### src/rtl/wb_arbiter_2m.sv
// Two-master round-robin Wishbone arbiter, 32-bit address / 16-bit data.
// Define WB_ARB_TIMEOUT_EN to build in the hung-slave watchdog.
module wb_arbiter_2m #(
  parameter int unsigned TIMEOUT  = 255,
  parameter logic [15:0] ERR_DATA = 16'hDEAD
) (
  input  logic        clk,
  input  logic        reset_n,
  input  logic        m0_cyc_i,
  input  logic        m0_stb_i,
  input  logic        m0_we_i,
  input  logic [31:0] m0_adr_i,
  input  logic [15:0] m0_dat_i,
  output logic [15:0] m0_dat_o,
  output logic        m0_ack_o,
  input  logic        m1_cyc_i,
  input  logic        m1_stb_i,
  input  logic        m1_we_i,
  input  logic [31:0] m1_adr_i,
  input  logic [15:0] m1_dat_i,
  output logic [15:0] m1_dat_o,
  output logic        m1_ack_o,
  output logic        s_cyc_o,
  output logic        s_stb_o,
  output logic        s_we_o,
  output logic [31:0] s_adr_o,
  output logic [15:0] s_dat_o,
  input  logic [15:0] s_dat_i,
  input  logic        s_ack_i,
  output logic        timeout_o,
  output logic [7:0]  to_count_o
);

  if (TIMEOUT < 1 || TIMEOUT > 255) begin : g_timeout_range
    $error("wb_arbiter_2m: TIMEOUT must be 1..255");
  end

  typedef enum logic [1:0] {
    IDLE,
    OWN0,
    OWN1
  } state_t;

  typedef struct packed {
    logic        cyc;
    logic        stb;
    logic        we;
    logic [31:0] adr;
    logic [15:0] dat;
  } wb_req_t;

  state_t  state;
  state_t  state_nx;
  logic    last_grant;
  logic    last_grant_nx;
  wb_req_t req0;
  wb_req_t req1;
  wb_req_t req;
  logic    own0;
  logic    own1;
  logic    raw_stb;
  logic    to_fire;
  logic    ack_any;
  logic [15:0] rdata;

  assign req0 = '{cyc: m0_cyc_i, stb: m0_stb_i, we: m0_we_i,
                  adr: m0_adr_i, dat: m0_dat_i};
  assign req1 = '{cyc: m1_cyc_i, stb: m1_stb_i, we: m1_we_i,
                  adr: m1_adr_i, dat: m1_dat_i};

  always_ff @(posedge clk or negedge reset_n) begin
    if (!reset_n) begin
      state      <= IDLE;
      last_grant <= 1'b1;
    end else begin
      state      <= state_nx;
      last_grant <= last_grant_nx;
    end
  end

  // Tie in IDLE goes to the master that did not own the bus last.
  always_comb begin
    state_nx      = state;
    last_grant_nx = last_grant;
    unique case (state)
      IDLE: begin
        if (m0_cyc_i && (!m1_cyc_i || last_grant))
          state_nx = OWN0;
        else if (m1_cyc_i)
          state_nx = OWN1;
      end
      OWN0: begin
        if (!m0_cyc_i)
          state_nx = m1_cyc_i ? OWN1 : IDLE;
      end
      OWN1: begin
        if (!m1_cyc_i)
          state_nx = m0_cyc_i ? OWN0 : IDLE;
      end
      default: state_nx = IDLE;
    endcase
    if (state_nx == OWN0)
      last_grant_nx = 1'b0;
    else if (state_nx == OWN1)
      last_grant_nx = 1'b1;
  end

  assign own0 = (state == OWN0);
  assign own1 = (state == OWN1);

  always_comb begin
    req = '0;
    unique case (state)
      OWN0:    req = req0;
      OWN1:    req = req1;
      default: req = '0;
    endcase
  end

  assign raw_stb = req.cyc & req.stb;

`ifdef WB_ARB_TIMEOUT_EN
  localparam logic [7:0] TO_LIM = 8'(TIMEOUT);

  logic [7:0] wd_cnt;
  logic [7:0] to_count;

  // A real ack on the limit cycle beats the watchdog.
  assign to_fire = raw_stb & ~s_ack_i & (wd_cnt == TO_LIM);

  always_ff @(posedge clk or negedge reset_n) begin
    if (!reset_n) begin
      wd_cnt   <= '0;
      to_count <= '0;
    end else begin
      if (raw_stb && !s_ack_i && !to_fire)
        wd_cnt <= wd_cnt + 8'd1;
      else
        wd_cnt <= '0;
      if (to_fire && to_count != 8'hFF)
        to_count <= to_count + 8'd1;
    end
  end

  assign timeout_o  = to_fire;
  assign to_count_o = to_count;
`else
  assign to_fire    = 1'b0;
  assign timeout_o  = 1'b0;
  assign to_count_o = '0;
`endif

  assign s_cyc_o = req.cyc;
  assign s_stb_o = raw_stb & ~to_fire;
  assign s_we_o  = req.we;
  assign s_adr_o = req.adr;
  assign s_dat_o = req.dat;

  assign ack_any = (s_ack_i & raw_stb) | to_fire;
  assign rdata   = to_fire ? ERR_DATA : s_dat_i;

  assign m0_ack_o = own0 & ack_any;
  assign m1_ack_o = own1 & ack_any;
  assign m0_dat_o = own0 ? rdata : '0;
  assign m1_dat_o = own1 ? rdata : '0;

endmodule

### config.mk
export PLATFORM = sky130hd
export DESIGN_NAME = wb_arbiter_2m
export DESIGN_NICKNAME = d
export VERILOG_FILES = /design/src/rtl/wb_arbiter_2m.sv
export SDC_FILE = /design/constraint.sdc
export NUM_CORES = 1
export LEC_CHECK = 0
export ABC_AREA = 1
export ABC_CLOCK_PERIOD_IN_PS = 2390
export BUFFER_PORTS_ARGS = -buffer_cell sky130_fd_sc_hd__buf_2
export CORE_AREA = 2 2 83 85
export CTS_CLUSTER_SIZE = 8
export DETAILED_ROUTE_END_ITERATION = 7
export DIE_AREA = 0 0 85 87
export GPL_TIMING_DRIVEN = 0
export PLACE_DENSITY = 0.61
export SLEW_MARGIN = 40
export SYNTH_ARGS = -nofsm -noshare
export SYNTH_HDL_FRONTEND = slang
export SYNTH_SLANG_ARGS = --single-unit
### constraint.sdc
create_clock -name clk -period 2.39 [get_ports clk]
set_input_delay 0.478 -clock clk [delete_from_list [all_inputs] [get_ports clk]]
set_output_delay 0.478 -clock clk [all_outputs]
set_load 0.005 [all_outputs]
# ---- Yosys cells after proc, flatten, opt, wreduce, memory -nomap -nowiden
# Index checks and enable logic that the tools add are counted.
dict set report totals {
  ff_bits 3
  input_bits 121
  out_inout_bits 94
  word_cells 27
}
dict set report classes {
  n_eq_ne 4
  n_mux 12
  bitwise 4
  n_reduce_logical 5
}
# op n
set op_table {}
lappend op_table {{$pmux 51 s2} 1}
lappend op_table {{$mux 16} 2}
lappend op_table {{$mux 2} 5}
lappend op_table {{$pmux 2 s3} 1}
lappend op_table {{$and 1x1->1} 4}
lappend op_table {{$eq 2x1->1 const B} 2}
lappend op_table {{$eq 2x2->1 const B} 2}
lappend op_table {{$mux 1} 3}
lappend op_table {{$logic_not 2->1} 1}
lappend op_table {{$reduce_bool 2->1} 1}
lappend op_table {{$logic_and 1x1->1} 1}
lappend op_table {{$logic_not 1->1} 1}
lappend op_table {{$logic_or 1x1->1} 1}

# ---- Longest topological paths before layout
dict set report depth {
  word_depth 8
  depth_mapped 11
  depth_no_buf 10
}

# ---- Worst setup path before layout
# No wires, ideal clock.
dict set report synth_path {
  kind {reg2out}
  from {register state[0]}
  to {output port s_adr_o[23]}
  arrival_ns 1.305
  required_time_ns 1.912
  slack_ns 0.607
  path_stages_with_launch 7
  path_buffers 2
  path_cell_list {dfrtp_1 inv_1 ha_1 inv_2 buf_2 buf_2 a21oi_1}
}
dict set report synth_between {
  elab_chain_cells 2
  word_cells_on_any_way 3
  cone_classes {2 x eq/ne; 1 x mux}
}
# element line_no
set synth_lines {}
lappend synth_lines {{start: declaration} 52} ;# state_t state;
lappend synth_lines {{start signal: assignment} 76} ;# state <= state_nx;
lappend synth_lines {{$eq 2x2->1 or $eq 2x1->1 (tied branches)} 113} ;# unique case (state)
lappend synth_lines {{$pmux 51 s2 (*)} 113}
lappend synth_lines {{end: declaration} 26} ;# output logic [31:0] s_adr_o,
# Mark *: on every way between the ends. The rest lies on a longest branch, timed or not.

# ---- Worst setup path in the final report
dict set report layout_path {
  from {register state[0]}
  to {output port s_adr_o[26]}
}
# The elaborated chain is that of the path after synthesis.

==> impl_metrics.ini <==
[worst_setup_path]
critPathMaxStageDelay_ns = 0.44
cp_max_fo = 19
cp_cell_sequence = inv_1 > ha_1 > inv_2 > clkbuf_4 > a21oi_1 > buf_2
worst_ep_required_time_ns = 1.91
cp_top_family = buffers and inverters
crit_slowest_cell = dfrtp_1
worstSetupStartpointType = flip-flop
crit_type = reg2out
end_kind = output port
crit_buf_inv = 4
critPathArrivalTime_ns = 1.75

[drt]
vias_per_cell = 4.179
drt_pre_antenna_iters = 4
finalWirelength_microns = 6357
num_vias = 2470
ant_nets = 0
drt_iter0_drc = 62
route.detailed.drc = 0
wire_per_inst_microns = 10.76

[final_layout]
diodes = 0
area_delta_synth_final_pct = 87.65
utilization_pct = 39.35
finish.net_count = 639
drive_gt1_share_pct = 47.36

[placement]
place_ws_ns = 0.1692
globalplace.congestion = 0.8809
io_buffers = 205
hpwl_microns = 5378

[floorplan]
die_height_microns = 87
rows = 30
core_sq_mm = 0.006569
die_area_sq_mm = 0.007395
pin_count = 215
die_x_microns = 85
start_util_pct = 20.97

[synthesis]
synth_seq_cells = 3
ys_warn_count = 0
synth.avg_cell_area_sq_um = 4.670
synth_cell_types = 18
synth_cells = 295
ys_seq_area_share_pct = 5.540
synth_area_sq_mm = 0.001378

[global_routing]
grt_pass1_vias = 2209
antenna_found_initial = 0
grt_pass1_wl_microns = 9501
gr-total-overflow = 0
grt_max_degree = 20
grt_usage_pct = 15.21

[timing]
drv_slew = 0
post-route-period-util_pct = 93.03
tns_ns = 0
rsz0062_at_grt = no
skew_ns = 0.002769
timing.fmax_ghz = 0.4498
setup-violations-final = 0
layout_setup_ws_ns = 0.1666
finalHoldViolCount = 0
holdWs_ns = 0.05342
fin_crit_ns = 2.223

[status]
status = finished clean

[run]
maxCapViolations = 0

[pwr]
p_leak_uw = 0.001815
total_power_uw = 2065
ir_drop_uv = 502.5
p_per_area_mw_per_mm2 = 798.8

[clock_network]
h-tree-depth = 1
tritoncts = yes
cts-root-buf = clkbuf_8
clk_latency_ns = 0.21
post_cts_buffers = 0
cts_sinks = 3
numCtsBuffers = 3
path_clk_slew_ns = 0.03
cts.path.max_buffers = 2
ctsHoldBuffers = 0

[hold_path]
hp-class = in2async
-- where the power goes --
| group | leakage (uW) | internal, uW | switching, uW | total (uW) |
|---|---|---|---|---|
| logic | 0.00176 | 728 | 1080 | 1810 |
| clock network | 0.0000228 | 113 | 29.6 | 143 |
| registers | 0.0000360 | 83.4 | 31.3 | 115 |
-- stage by stage --
stage	std cells	area, sq um
floorplan	303	1408
global placement	588	2534
detailed placement	588	2534
CTS	591	2574
global route	591	2585
finish	591	2585
-- cell type report --
cell class / count / area [sq um]
fillers: 720 / 3984
repair buffers: 205 / 1026
multi-input cells: 227 / 988.4
plain buffers: 29 / 187.7
inverters: 43 / 161.4
well taps: 80 / 100.1
flip-flops and latches: 3 / 76.32
clock buffers: 4 / 45.04
-- cells in the final DEF, fill, tap and decap left out, types with 2 or more instances in the layout --
cell type  instances
conb_1             9
nor2_1             7
inv_1             42
ha_1               6
clkbuf_8           3
buf_4             11
nand2_1          147
nand3_1            3
a21oi_1           50
dfrtp_1            2
buf_6              2
buf_2            217
clkbuf_2           3
-- sequential cells by signal (all words and copies together) (netlist names) --
signal      flops
last_grant      1
state           2
-- worst paths after layout --
| path | startpoint | to | slack (ns) | cells past startpoint |
|---|---|---|---|---|
| max | state[0]$_DFF_PN0_ | s_adr_o[26] | 0.17 | 6 |
| min | reset_n | state[0]$_DFF_PN0_ | 0.05 | 1 |
| max reg2reg | state[0]$_DFF_PN0_ | last_grant$_DFFE_PN1P_ | 0.45 | 10 |
| min reg2reg | last_grant$_DFFE_PN1P_ | last_grant$_DFFE_PN1P_ | 0.49 | 2 |
| max in group asynchronous | reset_n | last_grant$_DFFE_PN1P_ | 2.14 | 1 |
| min in group clk | last_grant$_DFFE_PN1P_ | last_grant$_DFFE_PN1P_ | 0.49 | 2 |
-- cell usage after synthesis --
cell      instances  area (sq um)
inv_1            42         157.7
buf_2            14         70.07
dfstp_2           1         26.28
ha_1              6         75.07
nand2_1         147         551.8
o21ai_0           1         5.000
nand3_1           4         20.02
clkbuf_1          3         11.26
a21oi_1          50         250.2
nand2_2           1         6.260
nor2_1            7         26.28
dfrtp_1           2         50.05
buf_6             2         22.52
inv_2             1         3.750
conb_1            1         3.750
and3_1            1         6.260
buf_4            11         82.58
a21oi_2           1         8.760
-- what timing repair did --
action | in CTS | in global routing
resized for setup | 0 | 8
endpoints found under the setup margin | 10 | 51
hold endpoints to repair | 0 | 0
-- kinds of logic after synthesis --
logic type	Yosys count	share of synthesized area, %
other cells	1	0.2722
fa+ha+maj	6	5.449
buf+inv	73	25.25
flops	3	5.541
simple gates	160	44.32
compound gates	52	19.16
-- layer usage --
metal | up-vias | part of all wire, % | wire length (microns) | GRT usage (%)
met3 | 4 | 8.0 | 509 | 2.370
met4 | 0 | 0.57 | 36 | 2.020
met2 | 108 | 50 | 3162 | 28.69
met5 | - | 0 | 0 | 0
met1 | 1062 | 42 | 2648 | 18.54
li1 | 1296 | - | - | -
Note: power is estimated with default switching activity, not from simulation.
